[src/rtl/keyboard_io_pkg.sv]
// Shared constants for the keyboard I/O controller: register map, bit fields
// and FSM encoding.
package keyboard_io_pkg;

    localparam int unsigned RX_W      = 8;
    localparam int unsigned KB_DATA_W = 7;
    localparam int unsigned STAT_W    = 4;

    localparam logic [1:0] REG_STATUS = 2'd0;
    localparam logic [1:0] REG_DATA   = 2'd1;
    localparam logic [1:0] REG_CTRL   = 2'd2;
    localparam logic [1:0] REG_DROP   = 2'd3;

    localparam int unsigned STAT_KB_STATUS_BIT = 0;
    localparam int unsigned STAT_BUF_FULL_BIT  = 1;
    localparam int unsigned STAT_OVERRUN_BIT   = 2;
    localparam int unsigned STAT_IRQ_EN_BIT    = 3;

    localparam int unsigned CTRL_CLEAR_BIT  = 0;
    localparam int unsigned CTRL_IRQ_EN_BIT = 1;

    localparam int unsigned DATA_VALID_BIT = 7;

    typedef enum logic [1:0] {
        ST_IDLE = 2'd0,
        ST_POP  = 2'd1,
        ST_CLR  = 2'd2,
        ST_ACK  = 2'd3
    } state_e;

endpackage

[src/rtl/kb_drop_counter.sv]
// Saturating count of receiver bytes that could not be forwarded, plus a
// sticky overrun flag; clear has priority over increment.
module kb_drop_counter #(
    parameter int unsigned CNT_W = 8
) (
    input  logic             clk,
    input  logic             rst_n,
    input  logic             inc_i,
    input  logic             clr_i,
    output logic [CNT_W-1:0] count_o,
    output logic             overrun_o
);

    logic [CNT_W-1:0] count_q, count_d;
    logic             overrun_q, overrun_d;

    always_comb begin
        count_d   = count_q;
        overrun_d = overrun_q;
        if (clr_i) begin
            count_d   = '0;
            overrun_d = 1'b0;
        end else if (inc_i) begin
            overrun_d = 1'b1;
            if (count_q != {CNT_W{1'b1}}) begin
                count_d = count_q + CNT_W'(1);
            end
        end
    end

    always_ff @(posedge clk or negedge rst_n) begin
        if (!rst_n) begin
            count_q   <= '0;
            overrun_q <= 1'b0;
        end else begin
            count_q   <= count_d;
            overrun_q <= overrun_d;
        end
    end

    assign count_o   = count_q;
    assign overrun_o = overrun_q;

endmodule

[src/rtl/keyboard_io_ctrl.sv]
// CPU bus front-end for keyboard_buf: forwards receiver bytes, serves the
// STATUS/DATA/CTRL/DROP registers and sequences buffer pop/clear pulses.
module keyboard_io_ctrl
    import keyboard_io_pkg::*;
#(
    parameter int unsigned BUS_W      = 64,
    parameter int unsigned DROP_CNT_W = 8
) (
    input  logic                 clk,
    input  logic                 rst_n,
    input  logic                 bus_req,
    input  logic                 bus_we,
    input  logic [1:0]           bus_addr,
    input  logic [BUS_W-1:0]     bus_wdata,
    output logic [BUS_W-1:0]     bus_rdata,
    output logic                 bus_ack,
    input  logic [RX_W-1:0]      rx_data,
    input  logic                 rx_done,
    output logic [RX_W-1:0]      kb_write_data,
    output logic                 kb_write,
    output logic                 kb_read_en,
    output logic                 kb_clear,
    input  logic                 kb_status,
    input  logic [KB_DATA_W-1:0] kb_read_data,
    input  logic                 kb_buf_full,
    output logic                 irq
);

    state_e                state_q, state_d;
    logic [BUS_W-1:0]      rdata_q, rdata_d;
    logic                  ack_q, ack_d;
    logic                  read_en_q, read_en_d;
    logic                  clear_q, clear_d;
    logic                  irq_en_q, irq_en_d;
    logic                  irq_q;
    logic [DROP_CNT_W-1:0] drop_cnt;
    logic                  overrun;
    logic                  drop_inc;
    logic [STAT_W-1:0]     status_vec;
    logic [1:0]            ctrl_vec;
    logic [RX_W-1:0]       pop_byte;
    logic                  unused_wdata;

    // Receiver bytes bypass the FSM; a clear in progress blocks the write.
    assign kb_write_data = rx_data;
    assign kb_write      = rx_done & ~kb_buf_full & (state_q != ST_CLR);
    assign drop_inc      = rx_done & ~kb_write;

    kb_drop_counter #(
        .CNT_W (DROP_CNT_W)
    ) u_drop_counter (
        .clk       (clk),
        .rst_n     (rst_n),
        .inc_i     (drop_inc),
        .clr_i     (state_q == ST_CLR),
        .count_o   (drop_cnt),
        .overrun_o (overrun)
    );

    always_comb begin
        status_vec                     = '0;
        status_vec[STAT_KB_STATUS_BIT] = kb_status;
        status_vec[STAT_BUF_FULL_BIT]  = kb_buf_full;
        status_vec[STAT_OVERRUN_BIT]   = overrun;
        status_vec[STAT_IRQ_EN_BIT]    = irq_en_q;

        ctrl_vec                  = '0;
        ctrl_vec[CTRL_IRQ_EN_BIT] = irq_en_q;

        pop_byte                   = '0;
        pop_byte[KB_DATA_W-1:0]    = kb_read_data;
        pop_byte[DATA_VALID_BIT]   = 1'b1;
    end

    // Next-state logic; rdata is zero whenever no ack is pending.
    always_comb begin
        state_d  = state_q;
        rdata_d  = rdata_q;
        irq_en_d = irq_en_q;
        case (state_q)
            ST_IDLE: begin
                rdata_d = '0;
                if (bus_req) begin
                    state_d = ST_ACK;
                    if (!bus_we) begin
                        case (bus_addr)
                            REG_STATUS: rdata_d = BUS_W'(status_vec);
                            REG_DATA:   if (kb_status) state_d = ST_POP;
                            REG_CTRL:   rdata_d = BUS_W'(ctrl_vec);
                            default:    rdata_d = BUS_W'(drop_cnt);
                        endcase
                    end else if (bus_addr == REG_CTRL) begin
                        if (bus_wdata[CTRL_CLEAR_BIT]) begin
                            state_d = ST_CLR;
                        end else begin
                            irq_en_d = bus_wdata[CTRL_IRQ_EN_BIT];
                        end
                    end
                end
            end
            ST_POP: begin
                rdata_d = BUS_W'(pop_byte);
                state_d = ST_ACK;
            end
            ST_CLR: begin
                irq_en_d = bus_wdata[CTRL_IRQ_EN_BIT];
                state_d  = ST_ACK;
            end
            ST_ACK: begin
                rdata_d = '0;
                state_d = ST_IDLE;
            end
            default: state_d = ST_IDLE;
        endcase

        ack_d     = (state_d == ST_ACK);
        read_en_d = (state_d == ST_POP);
        clear_d   = (state_d == ST_CLR);
    end

    always_ff @(posedge clk or negedge rst_n) begin
        if (!rst_n) begin
            state_q   <= ST_IDLE;
            rdata_q   <= '0;
            ack_q     <= 1'b0;
            read_en_q <= 1'b0;
            clear_q   <= 1'b0;
            irq_en_q  <= 1'b0;
            irq_q     <= 1'b0;
        end else begin
            state_q   <= state_d;
            rdata_q   <= rdata_d;
            ack_q     <= ack_d;
            read_en_q <= read_en_d;
            clear_q   <= clear_d;
            irq_en_q  <= irq_en_d;
            irq_q     <= irq_en_q & kb_status;
        end
    end

    assign unused_wdata = ^bus_wdata[BUS_W-1:2];

    assign bus_rdata  = rdata_q;
    assign bus_ack    = ack_q;
    assign kb_read_en = read_en_q;
    assign kb_clear   = clear_q;
    assign irq        = irq_q;

endmodule

[config.mk]
export PLATFORM = sky130hd
export DESIGN_NAME = keyboard_io_ctrl
export DESIGN_NICKNAME = d
export VERILOG_FILES = /design/src/rtl/keyboard_io_pkg.sv /design/src/rtl/kb_drop_counter.sv /design/src/rtl/keyboard_io_ctrl.sv
export SDC_FILE = /design/constraint.sdc
export NUM_CORES = 1
export LEC_CHECK = 0
export CORE_MARGIN = 4
export CORE_UTILIZATION = 34
export DETAILED_ROUTE_END_ITERATION = 10
export PLACE_DENSITY = 0.92
export SYNTH_ARGS = -nofsm -noshare
export SYNTH_HDL_FRONTEND = slang
export SYNTH_SLANG_ARGS = --single-unit
[constraint.sdc]
create_clock -name clk -period 3.7 [get_ports clk]
set_input_delay 0.74 -clock clk [delete_from_list [all_inputs] [get_ports clk]]
set_output_delay 0.74 -clock clk [all_outputs]
set_load 0.02 [all_outputs]
==> results of run 1 <==
## worst max-delay path, stage by stage
cell             delay (ns)
clkdlybuf4s50_1        0.60
nor3b_1                0.26
clkdlybuf4s50_1        0.65
## kinds of logic after synthesis
group / count (synthesis) / share of synthesized area
AOI/OAI and AO/OA: 35 / 0.137
buffers and inverters: 81 / 0.308
and+or+nand+nor: 47 / 0.154
muxes: 4 / 0.0236
DFF: 24 / 0.334
adders and majority gates: 6 / 0.0417
other: 1 / 0.00208
## where the power goes
group | switching (mW) | internal, mW
logic | 0.348 | 0.246
registers | 0.0700 | 0.355
clock network | 0.0780 | 0.0727
## per-stage QoR
stage                util  instance area [µm²]  hold slack, ns  power, mW  cells
floorplan               -                 2010           0.444      0.877    253
global placement    0.368                 1880           0.477       1.00    282
detailed placement  0.368                 1880           0.483       1.02    282
CTS                 0.376                 1920           0.502       1.18    285
global route        0.376                 1920           0.547       1.25    285
finish              0.376                 1920           0.497       1.17    285
## per-layer routing
metal  track usage  wire, µm  vias to the layer above
li1              -         -                      602
met5             0         0                        -
met1         0.114      1330                      606
met3        0.0188       346                        2
met4        0.0456        40                        0
met2         0.177      1760                       71
## synthesized netlist by cell type, types with 3 or more instances
master,count
buf_4,64
dfrtp_1,24
nand2_1,12
inv_1,10
nand3_1,8
a21oi_1,7
a32oi_1,6
ha_1,6
nor2_1,5
clkbuf_1,4
a211oi_1,3
nand2b_1,3
o21ai_0,3
o21ai_1,3
## worst paths after layout
check,to,start,cells after the start
worst max-delay path,kb_write,rx_done,3
worst min-delay path,bus_rdata[4]$_DFFE_PN0P_,bus_rdata[4]$_DFFE_PN0P_,2
worst max register to register,irq_en_q$_DFFE_PN0P_,state_q[0]$_DFF_PN0_,5
worst min register to register,bus_rdata[4]$_DFFE_PN0P_,bus_rdata[4]$_DFFE_PN0P_,2
max in group asynchronous,u_drop_counter.count_o[2]$_DFFE_PN0P_,rst_n,1
min in group asynchronous,bus_rdata[6]$_DFFE_PN0P_,rst_n,1
## layout make-up
class,count,area (µm²),share of cell area
inverters,10,37.5,0.0196
flip-flops and latches,24,601,0.313
multi-input cells,148,852,0.444
well taps,70,87.6,0.0456
repair buffers,30,300,0.156
clock buffers,3,41.3,0.0215
==> impl_metrics.py, run 1 <==
metrics = {
    "status": {
        "outcome": "finished clean",
    },
    "die": {
        "die_w_um": 80.8,
        "die_area_um2": 6520,
        "dieHeight_um": 80.8,
        "coreArea_um2": 5110,
        "start_util": 0.353,
        "boundaryPins": 165,
        "num_rows": 26,
    },
    "synth": {
        "avgSynthCellArea_um2": 9.09,
        "yosys_most_used_dff": "dfrtp_1",
        "synth_cell_types": 44,
        "ys_ff_latch": 24,
        "syn_area_um2": 1800,
        "yosysSeqAreaShare": 0.334,
        "synth_edf_count": 0,
        "synth_top_area_frac": 0.334,
        "synth-async-reset-ratio": 1.00,
        "synth.area.top_cells": "dfrtp_1, buf_4, ha_1",
        "yosys.area.top_type": "dfrtp_1",
        "synthCells": 198,
        "yosys_warnings": 0,
    },
    "worst_setup_path": {
        "crit_type": "in2out",
        "worstSetupStartpointType": "input port",
        "end_kind": "primary output",
        "cp_max_fo": 7,
        "crit_required_ns": 2.96,
        "rrSetupSlack_ns": 1.88,
        "crit_arrival_ns": 2.25,
    },
    "cts": {
        "clk_latency_ns": 0.26,
        "cts_buffer_depth": 2,
        "cts-resized-gates": 0,
        "tritoncts": "yes",
        "cts_root_buf": "clkbuf_8",
        "cts_num_sinks": 24,
        "path_clk_slew_ns": 0.08,
        "hold_buffers": 0,
        "postCtsSetupRepairBufs": 0,
        "numCtsBuffers": 3,
        "cts_max_level": 1,
    },
    "grt": {
        "antenna_found_initial": 0,
        "grt_overflow": 0,
        "grt_usage": 0.0992,
        "grt_pass1_vias": 1089,
        "grt_max_degree": 25,
        "grt_pass1_wl_um": 5150,
    },
    "placement": {
        "io_buffers": 30,
        "dp_slack_ns": 0.698,
        "hpwl_um": 2710,
        "place_congestion": 0.890,
    },
    "drt": {
        "ant_nets": 0,
        "drtPass1Iterations": 4,
        "wl_um": 3470,
        "drc": 0,
        "wire_per_inst_um": 12.2,
        "vias_per_cell": 4.49,
        "first_iter_violations": 167,
        "vias": 1281,
    },
    "final_layout": {
        "nets": 311,
        "mostFrequentLayoutCells": "conb_1, clkdlybuf4s50_1, dfrtp_1, nand2_1, inv_1",
        "layout_commonest_cell": "conb_1",
        "area_growth_pct": 6.60,
        "num_antenna_cells": 0,
        "final.fill_count": 542,
        "drive_gt1_frac": 0.0419,
    },
    "power": {
        "p_leak_nw": 0.871,
        "powerDensity_nw_per_um2": 609,
        "ir_worst_vdd_v": 0.000207,
    },
    "sta": {
        "layout_setup_ws_ns": 0.708,
        "timing.setup.tns_ns": 0,
        "finalHoldViolCount": 0,
        "rsz0062_at_grt": "no",
        "period_minus_slack_ns": 2.99,
        "relSlewSlack": 0.296,
        "clock_skew_ns": 0.00157,
        "drv_slew": 0,
        "timing.fmax_mhz": 334,
        "tightest_slew_ns": 1.05,
        "fin_crit_sh": 0.809,
        "setup_viol": 0,
    },
    "min_path": {
        "holdCritPathClass": "reg2reg",
    },
    "flow_run": {
        "max_cap_viol_count": 0,
    },
}
(Power assumes the default switching activity.)
==> run 2: changes to the inputs <==
--- a/config.mk
+++ b/config.mk
@@ -6,9 +6,9 @@
 export NUM_CORES = 1
 export LEC_CHECK = 0
 export CORE_MARGIN = 4
-export CORE_UTILIZATION = 34
+export CORE_UTILIZATION = 28
 export DETAILED_ROUTE_END_ITERATION = 10
-export PLACE_DENSITY = 0.92
+export PLACE_DENSITY = 0.81
 export SYNTH_ARGS = -nofsm -noshare
 export SYNTH_HDL_FRONTEND = slang
 export SYNTH_SLANG_ARGS = --single-unit
==> constraint.sdc (replaced) <==
create_clock -name clk -period 2.5 [get_ports clk]
set_input_delay 0.5 -clock clk [delete_from_list [all_inputs] [get_ports clk]]
set_output_delay 0.5 -clock clk [all_outputs]
set_load 0.02 [all_outputs]
==> run 2 against run 1 <==
Against the previous run:
- sequential share of layout area shrank 0.83 points
- clock skew is essentially flat
- combinational power grew 51%
- via count shrank 0.70%
- final cell count grew 3.5%
- largest cell class unchanged
- largest power group unchanged
==> impl_metrics.py, run 2 (synthesis results as in run 1) <==
metrics = {
    "status": {
        "outcome": "finished clean",
    },
    "drt": {
        "ant_nets": 0,
        "vias": 1272,
        "first_iter_violations": 92,
        "drc": 0,
        "wl_um": 3520,
        "drtPass1Iterations": 4,
        "wire_per_inst_um": 11.9,
        "vias_per_cell": 4.31,
    },
    "die": {
        "die_w_um": 88.2,
        "die_area_um2": 7780,
        "boundaryPins": 165,
        "dieHeight_um": 88.2,
        "start_util": 0.295,
        "num_rows": 28,
        "coreArea_um2": 6100,
    },
    "min_path": {
        "whs_endpoint": "bus_rdata[6]$_DFFE_PN0P_",
        "hold_depth": 2,
        "worstHoldStart": "bus_rdata[6]$_DFFE_PN0P_",
        "holdCritPathClass": "reg2reg",
    },
    "worst_setup_path": {
        "crit_start": "state_q[0]$_DFF_PN0_",
        "rr_endpoint": "bus_rdata[3]$_DFFE_PN0P_",
        "end_kind": "primary output",
        "crit_required_ns": 2.00,
        "worstRegToRegCells": 5,
        "cp_max_fo": 6,
        "crit_arrival_ns": 1.51,
        "timing.rr.start": "state_q[1]$_DFF_PN0_",
        "crit_type": "reg2out",
        "rrSetupSlack_ns": 0.63,
        "worstSetupStartpointType": "flip-flop",
    },
    "sta": {
        "finalHoldViolCount": 0,
        "clock_skew_ns": 0.00153,
        "timing.fmax_mhz": 496,
        "drv_slew": 0,
        "period_minus_slack_ns": 2.01,
        "timing.setup.tns_ns": 0,
        "relSlewSlack": 0.629,
        "rsz0062_at_grt": "no",
        "tightest_slew_ns": 0.557,
        "setup_viol": 0,
        "fin_crit_sh": 0.806,
    },
    "cts": {
        "clk_latency_ns": 0.27,
        "postCtsSetupRepairBufs": 0,
        "cts_buffer_depth": 2,
        "path_clk_slew_ns": 0.08,
        "cts_max_level": 1,
        "cts_num_sinks": 24,
        "numCtsBuffers": 3,
        "tritoncts": "yes",
        "cts_root_buf": "clkbuf_8",
        "hold_buffers": 0,
        "cts-resized-gates": 0,
    },
    "grt": {
        "grt_overflow": 0,
        "antenna_found_initial": 0,
        "grt_usage": 0.0888,
        "grt_max_degree": 25,
        "grt_pass1_vias": 1129,
        "grt_pass1_wl_um": 5390,
    },
    "final_layout": {
        "final_core_util": 0.323,
        "drive_gt1_frac": 0.0636,
        "layout_commonest_cell": "conb_1",
        "area_growth_pct": 9.52,
        "final_area_um2": 1970,
        "nets": 315,
        "mostFrequentLayoutCells": "conb_1, clkdlybuf4s50_1, dfrtp_1, nand2_1, inv_1",
        "num_antenna_cells": 0,
    },
    "flow_run": {
        "max_cap_viol_count": 0,
    },
    "placement": {
        "placed_area_um2": 1910,
        "hpwl_um": 2790,
        "io_buffers": 30,
        "place_congestion": 0.793,
    },
    "power": {
        "ir_worst_vdd_v": 0.000413,
        "powerDensity_nw_per_um2": 904,
        "fin_total_pwr_mw": 1.78,
        "p_leak_nw": 0.913,
    },
}
[run 2: changes by cell type in the layout (fill, tap and decap cells not counted), sizes merged]
cell / before / now
buf: 0 / 4
clkdlybuf4s50: 30 / 29
dlymetal6s2s: 0 / 1
clkbuf: 3 / 4
[run 2: final cells by class]
| class | count | area (µm²) |
|---|---|---|
| Clock buffer | 4 | 55.1 |
| Fill cell | 655 | 4120 |
| Inverter | 10 | 37.5 |
| Multi-Input combinational cell | 148 | 852 |
| Sequential cell | 24 | 601 |
| Tap cell | 75 | 93.8 |
| Timing Repair Buffer | 34 | 333 |
[run 2: worst max-delay path, cell delays in order (launching register included)]
cell and delay (ns):
dfrtp_1 0.45, inv_1 0.11, ha_1 0.24, nor3b_1 0.19, dlymetal6s2s_1 0.25
[run 2: worst max-delay path by stage]
stage | end
global placement | kb_write
CTS | kb_write
floorplan | kb_write
detailed placement | kb_write
global route | kb_write
finish | kb_write
[run 2: power breakdown]
part / leakage (nW) / internal, mW / switching [mW]
logic: 0.571 / 0.375 / 0.519
clock network: 0.0288 / 0.141 / 0.120
registers: 0.313 / 0.525 / 0.103
total: 0.913 / 1.04 / 0.742
[run 2: metrics by stage]
stage	hold WS, ns	instances	setup WS, ns
after floorplan	0.204	253	0.569
after global placement	0.474	291	0.214
after detailed placement	0.485	291	0.222
after CTS	0.505	295	0.0721
after global routing	0.518	295	0.314
final	0.500	295	0.486
[run 2: per-layer routing]
metal	up-vias	part of all wire	GRT usage
met5	-	0	0
met1	593	0.41	0.115
met2	65	0.45	0.136
met4	0	0.022	0.0481
li1	607	-	-
met3	7	0.11	0.0216
